## src/rtl/am_demod_param_if.sv

```systemverilog
// Sample-stream bundle for the AM demodulator.
// Source side drives samples and controls, sink returns baseband.
interface am_demod_param_if #(
  parameter int DW = 16
);
  logic          in_valid;
  logic [DW-1:0] sig_in;
  logic [DW-1:0] carrier;
  logic          mode;
  logic          dc_en;
  logic          clr;
  logic          out_valid;
  logic [DW-1:0] sig_out;

  modport master (
    output in_valid,
    output sig_in,
    output carrier,
    output mode,
    output dc_en,
    output clr,
    input  out_valid,
    input  sig_out
  );

  modport slave (
    input  in_valid,
    input  sig_in,
    input  carrier,
    input  mode,
    input  dc_en,
    input  clr,
    output out_valid,
    output sig_out
  );
endinterface

```

## src/rtl/am_demod_param.sv

```systemverilog
// Coherent/envelope AM demodulator: convert, mix, boxcar
// average, optional leaky DC removal, offset-binary out.
module am_demod_param #(
  parameter int DW       = 16,
  parameter int AVG_LOG2 = 4,
  parameter int DC_SHIFT = 6
) (
  input logic             clk,
  input logic             rst,
  am_demod_param_if.slave bus
);

  localparam int DEPTH = 1 << AVG_LOG2;
  localparam int SW    = DW + AVG_LOG2;
  localparam int AW    = DW + DC_SHIFT;
  localparam int PW    = 2 * DW;

  localparam logic signed [DW-1:0] SMIN =
    {1'b1, {(DW-1){1'b0}}};
  localparam logic signed [DW-1:0] SMAX =
    {1'b0, {(DW-1){1'b1}}};
  localparam logic [DW-1:0] MID =
    {1'b1, {(DW-1){1'b0}}};

  logic v1_q, v1_d;
  logic v2_q, v2_d;
  logic v3_q, v3_d;
  logic ov_q, ov_d;

  logic signed [DW-1:0] sig_s_q, sig_s_d;
  logic signed [DW-1:0] car_s_q, car_s_d;
  logic                 mode_q, mode_d;

  logic signed [DW-1:0] m_q, m_d;
  logic signed [PW-1:0] prod;
  logic signed [DW-1:0] m_coh;
  logic signed [DW-1:0] m_env;

  logic signed [SW-1:0]       sum_q, sum_d;
  logic [AVG_LOG2-1:0]        ptr_q, ptr_d;
  logic signed [DW-1:0]       box_q [DEPTH];

  logic signed [AW-1:0] dc_acc_q, dc_acc_d;
  logic signed [DW-1:0] avg;
  logic signed [DW-1:0] dc;
  logic signed [DW:0]   diff;
  logic signed [DW-1:0] y;
  logic [DW-1:0]        sig_out_q, sig_out_d;

  // S1: offset-binary to two's complement
  always_comb begin
    v1_d    = bus.in_valid & ~bus.clr;
    sig_s_d = sig_s_q;
    car_s_d = car_s_q;
    mode_d  = mode_q;
    if (v1_d) begin
      sig_s_d = {~bus.sig_in[DW-1], bus.sig_in[DW-2:0]};
      car_s_d = {~bus.carrier[DW-1], bus.carrier[DW-2:0]};
      mode_d  = bus.mode;
    end
  end

  // S2: product rescaled to Q1.(DW-1), or magnitude
  always_comb begin
    prod  = PW'(sig_s_q) * PW'(car_s_q);
    m_coh = DW'(prod >>> (DW - 1));
    if (sig_s_q == SMIN && car_s_q == SMIN) begin
      m_coh = SMAX;
    end
    m_env = sig_s_q;
    if (sig_s_q == SMIN) begin
      m_env = SMAX;
    end else if (sig_s_q[DW-1]) begin
      m_env = -sig_s_q;
    end
    v2_d = v1_q & ~bus.clr;
    m_d  = m_q;
    if (v1_q) begin
      m_d = mode_q ? m_env : m_coh;
    end
  end

  // S3: running sum over the circular history
  always_comb begin
    v3_d  = v2_q & ~bus.clr;
    sum_d = sum_q;
    ptr_d = ptr_q;
    if (bus.clr) begin
      sum_d = '0;
      ptr_d = '0;
    end else if (v2_q) begin
      sum_d = sum_q + SW'(m_q) - SW'(box_q[ptr_q]);
      ptr_d = ptr_q + AVG_LOG2'(1);
    end
  end

  // S4: leaky DC tracker uses the pre-update estimate
  always_comb begin
    avg      = DW'(sum_q >>> AVG_LOG2);
    dc       = DW'(dc_acc_q >>> DC_SHIFT);
    diff     = (DW+1)'(avg) - (DW+1)'(dc);
    dc_acc_d = dc_acc_q;
    if (bus.clr) begin
      dc_acc_d = '0;
    end else if (v3_q) begin
      dc_acc_d = dc_acc_q + AW'(avg) - AW'(dc);
    end
    y = avg;
    if (bus.dc_en) begin
      if (diff[DW] != diff[DW-1]) begin
        y = diff[DW] ? SMIN : SMAX;
      end else begin
        y = diff[DW-1:0];
      end
    end
    ov_d      = v3_q & ~bus.clr;
    sig_out_d = sig_out_q;
    if (ov_d) begin
      sig_out_d = {~y[DW-1], y[DW-2:0]};
    end
  end

  always_ff @(posedge clk or negedge rst) begin
    if (!rst) begin
      v1_q      <= 1'b0;
      v2_q      <= 1'b0;
      v3_q      <= 1'b0;
      ov_q      <= 1'b0;
      sig_s_q   <= '0;
      car_s_q   <= '0;
      mode_q    <= 1'b0;
      m_q       <= '0;
      sum_q     <= '0;
      ptr_q     <= '0;
      dc_acc_q  <= '0;
      sig_out_q <= MID;
    end else begin
      v1_q      <= v1_d;
      v2_q      <= v2_d;
      v3_q      <= v3_d;
      ov_q      <= ov_d;
      sig_s_q   <= sig_s_d;
      car_s_q   <= car_s_d;
      mode_q    <= mode_d;
      m_q       <= m_d;
      sum_q     <= sum_d;
      ptr_q     <= ptr_d;
      dc_acc_q  <= dc_acc_d;
      sig_out_q <= sig_out_d;
    end
  end

  always_ff @(posedge clk or negedge rst) begin
    if (!rst) begin
      for (int i = 0; i < DEPTH; i++) begin
        box_q[i] <= '0;
      end
    end else if (bus.clr) begin
      for (int i = 0; i < DEPTH; i++) begin
        box_q[i] <= '0;
      end
    end else if (v2_q) begin
      box_q[ptr_q] <= m_q;
    end
  end

  assign bus.out_valid = ov_q;
  assign bus.sig_out   = sig_out_q;

endmodule

```

## src/flat_wrapper.sv

```systemverilog
// flat-port wrapper written by rule: the top's interface ports become plain ports
module am_demod_param_flat 
#(
  parameter int DW       = 16,
  parameter int AVG_LOG2 = 4,
  parameter int DC_SHIFT = 6
)
  (clk, rst, bus_in_valid, bus_sig_in, bus_carrier, bus_mode, bus_dc_en, bus_clr, bus_out_valid, bus_sig_out);
  am_demod_param_if #(.DW(DW)) bus_i ();
  input logic clk;
  input logic rst;
  input wire logic [$bits(bus_i.in_valid)-1:0] bus_in_valid;
  input wire logic [$bits(bus_i.sig_in)-1:0] bus_sig_in;
  input wire logic [$bits(bus_i.carrier)-1:0] bus_carrier;
  input wire logic [$bits(bus_i.mode)-1:0] bus_mode;
  input wire logic [$bits(bus_i.dc_en)-1:0] bus_dc_en;
  input wire logic [$bits(bus_i.clr)-1:0] bus_clr;
  output wire logic [$bits(bus_i.out_valid)-1:0] bus_out_valid;
  output wire logic [$bits(bus_i.sig_out)-1:0] bus_sig_out;
  assign bus_i.in_valid = bus_in_valid;
  assign bus_i.sig_in = bus_sig_in;
  assign bus_i.carrier = bus_carrier;
  assign bus_i.mode = bus_mode;
  assign bus_i.dc_en = bus_dc_en;
  assign bus_i.clr = bus_clr;
  assign bus_out_valid = bus_i.out_valid;
  assign bus_sig_out = bus_i.sig_out;
  am_demod_param #(.DW(DW), .AVG_LOG2(AVG_LOG2), .DC_SHIFT(DC_SHIFT)) u_core (.clk(clk), .rst(rst), .bus(bus_i));
endmodule
```

## config.mk

```make
export PLATFORM = sky130hd
export DESIGN_NAME = am_demod_param_flat
export DESIGN_NICKNAME = d
export VERILOG_FILES = /design/src/rtl/am_demod_param_if.sv /design/src/rtl/am_demod_param.sv /design/src/flat_wrapper.sv
export SDC_FILE = /design/constraint.sdc
export NUM_CORES = 1
export LEC_CHECK = 0
export ABC_CLOCK_PERIOD_IN_PS = 7300
export CORE_UTILIZATION = 25
export DETAILED_ROUTE_END_ITERATION = 12
export PLACE_DENSITY = 0.45
export RECOVER_POWER = 50
export SLEW_MARGIN = 20
export SYNTH_ARGS = -nofsm -noshare
export SYNTH_HDL_FRONTEND = slang
export SYNTH_SLANG_ARGS = --single-unit
```

## constraint.sdc

```tcl
create_clock -name clk -period 7.3 [get_ports clk]
set_input_delay 0.73 -clock clk [delete_from_list [all_inputs] [get_ports clk]]
set_output_delay 0.73 -clock clk [all_outputs]
set_load 0.1 [all_outputs]
```

==> flow_metrics.tcl <==
set metrics [dict create \
    wl_um 87700 \
    maxSlewViolCount 219 \
    clockBufferDepth 3 \
    ant_nets 0 \
    fp-row-count 126 \
    clock_latency_ns 0.62 \
    dieArea_mm2 0.122 \
    yosys.cell_types.count 65 \
    required_ns 7.76 \
    cts_tree "built" \
    drc 0 \
    initial_utilization_pct 25.3 \
    drive_gt1_share_pct 8.08 \
    yosysSeqAreaShare_pct 30.9 \
    wl_per_cell_um 18.1 \
    cts_buffers 48 \
    yosysWarnings 0 \
    status "complete, but fails checks" \
    violations "capacitance limit, slew limit" \
    synth_top_area_share_pct 30.8 \
    ctsResizeCount 0 \
    fin_skew_ns 0.0357 \
    areaGrowthSynthToFinish_pct 12.8 \
    firstDrtPassIters 5 \
    grt.total_usage_pct 14.6 \
    clock_tree.root_cell "clkbuf_16" \
    post-route-period-util_pct 92.4 \
    relSlewSlack_pct -254 \
    final_common_cell "nand2_1" \
    synthArstFlopShare_pct 100 \
    syn_nets 3725 \
    post-cts-setup-buffer-count 0 \
    synthesis.area_mm2 0.0301 \
    syn_avg_cell_area_um2 9.24 \
    dp_hpwl_um 62900 \
    placed_area_mm2 0.0323 \
    critPathKind "reg -> reg" \
    setup_slack_ns 0.557 \
    worst_slew_pin_slew_ns 5.31 \
    critPathArrivalTime_ns 7.21 \
    min_period_ns 6.74 \
    cap_violations 3 \
    grt_antenna_before_repair 2 \
    dr_total_vias 22200 \
    final-seq-area_mm2 0.00929 \
    synthCells 3252 \
    synthTopCellsByArea "dfrtp_1 31%, fa_1 20%, nand2_1 8.9%" \
    worstSetupEndpointType "flop" \
    path_max_fanout 18 \
    multi_input_area_mm2 0.0184 \
    synth_top_flop_cell "dfrtp_1" \
    clk_pin_slew_worst_paths_ns 0.06 \
    hp-class "reg -> reg" \
    io_buffers 54 \
    core_area_mm2 0.119 \
    ctsHoldBuffers 0 \
    vias_per_cell 4.58 \
    tns_ns 0 \
    first_global_vias 22700 \
    grt_pass1_wl_um 138000 \
    cp-start-kind "flop" \
    boundaryPins 55 \
    synth_edf_count 0 \
    yosys.area.top_type "dfrtp_1" \
    ys_seq_elements 371 \
    final_nets 3678 \
    grt_max_degree 159 \
    rrSetupSlack_ns 0.56 \
    final_cell_mix "709 x nand2_1, 431 x inv_1, 367 x dfrtp_1" \
    dieWidth_um 349 \
    gr-total-overflow 0 \
    dp_slack_ns 0.613 \
    htreeDepth 2 \
    fillers 12700 \
    finalHoldViolCount 0 \
    finalWeightedCongestion 0.806 \
    setup_viol 0 \
    die_h_um 349 \
    rsz0062_at_grt "no" \
    drt_iter0_drc 1541 \
    clock.fmax_mhz 148 \
    finish.instance_area_mm2 0.0339 \
    clkSinkCount 371 \
]
logic make-up after synthesis:
group,count (synthesis),synth area share (%)
compound gates,494,9.39
xor+xnor,81,2.39
fa+ha+maj,436,25.5
buf+inv,634,8.01
flops,371,30.9
mux,137,8.01
simple gates,1099,15.8
layer usage:
layer,routed length (µm),global-route usage [%]
met1,41000,20.7
met2,41600,23.7
met3,3290,1.67
met4,1860,3.26
met5,13,0
worst max-delay path: stages (launching register included):
cell       delay (ns)
dfrtp_1          0.71
nand2_1          0.15
fa_1             0.51
fa_1             0.52
fa_1             0.51
inv_1            0.05
fa_1             0.50
fa_1             0.50
inv_1            0.05
fa_1             0.48
inv_1            0.04
ha_1             0.26
o21a_1           0.18
o21a_1           0.17
o21ai_0          0.65
o21bai_1         0.18
a21oi_1          0.25
a2bb2oi_1        0.26
mux2_2           0.37
a21oi_1          0.17
o22ai_1          0.08
layout make-up:
type | instances | area share (%)
diodes | 1 | 0.00738
clock buffers | 68 | 4.06
clock inverters | 18 | 0.690
inverters | 433 | 4.80
multi-input cells | 2247 | 54.3
flip-flops and latches | 371 | 27.4
well taps | 1600 | 5.91
repair buffers | 104 | 2.80
sequential cells by signal, summed over array words and instances (netlist names):
signal	count
u_core.v2_q	1
u_core.bus.out_valid	1
u_core.ptr_q	4
u_core.box_q	256
u_core.m_q	16
u_core.sig_s_q	16
u_core.mode_q	1
u_core.v3_q	1
u_core.bus.sig_out	16
u_core.dc_acc_q	22
u_core.car_s_q	16
u_core.sum_q	20
u_core.v1_q	1
through the flow:
step	hold WS, ns	instances	util, %
after floorplan	0.434	3252	-
after global placement	0.472	4755	27.2
after detailed placement	0.474	4755	27.2
after CTS	0.213	4841	28.6
after global routing	0.506	4841	28.6
final	0.477	4842	28.6
worst paths after layout:
path	from	to	cells after the start
min	u_core.bus.sig_out[15]	u_core.bus.sig_out[15]	2
max reg2reg	u_core.car_s_q[2]	u_core.m_q[5]	20
max in group asynchronous	rst	u_core.ptr_q[0]	1
min reg2reg	u_core.bus.sig_out[15]	u_core.bus.sig_out[15]	2
max	u_core.car_s_q[2]	u_core.m_q[5]	20
min in group asynchronous	rst	u_core.box_q[162]	1
Yosys cell counts (3+ instances only):
library cell    n
o22ai_1         5
clkbuf_1      183
dfrtp_1       370
and3_1          7
o21a_1          9
a31oi_1         7
inv_1         431
nor4_1          3
nand2b_1       20
o31ai_1         8
buf_1          10
xor2_1         18
nor3_1         41
or3_1          16
mux4_2         80
fa_1          296
and2_1        118
nand2_1       709
nand4_1        12
nor3b_1         3
a21oi_1       318
ha_1          139
nand3_1        32
mux2i_1        29
xnor2_1        62
a211oi_1       34
a31o_2          3
a21o_1         16
nor2b_1        11
o221ai_1       12
nor2_1        116
or2_2           3
o211ai_1        4
buf_2           6
o21bai_1        6
or4_1           3
mux2_2         28
o21ai_0        52
Power is left out: the tool's default activity adds up to more than one toggle a clock period on the data nets, which glitch-free logic cannot reach.
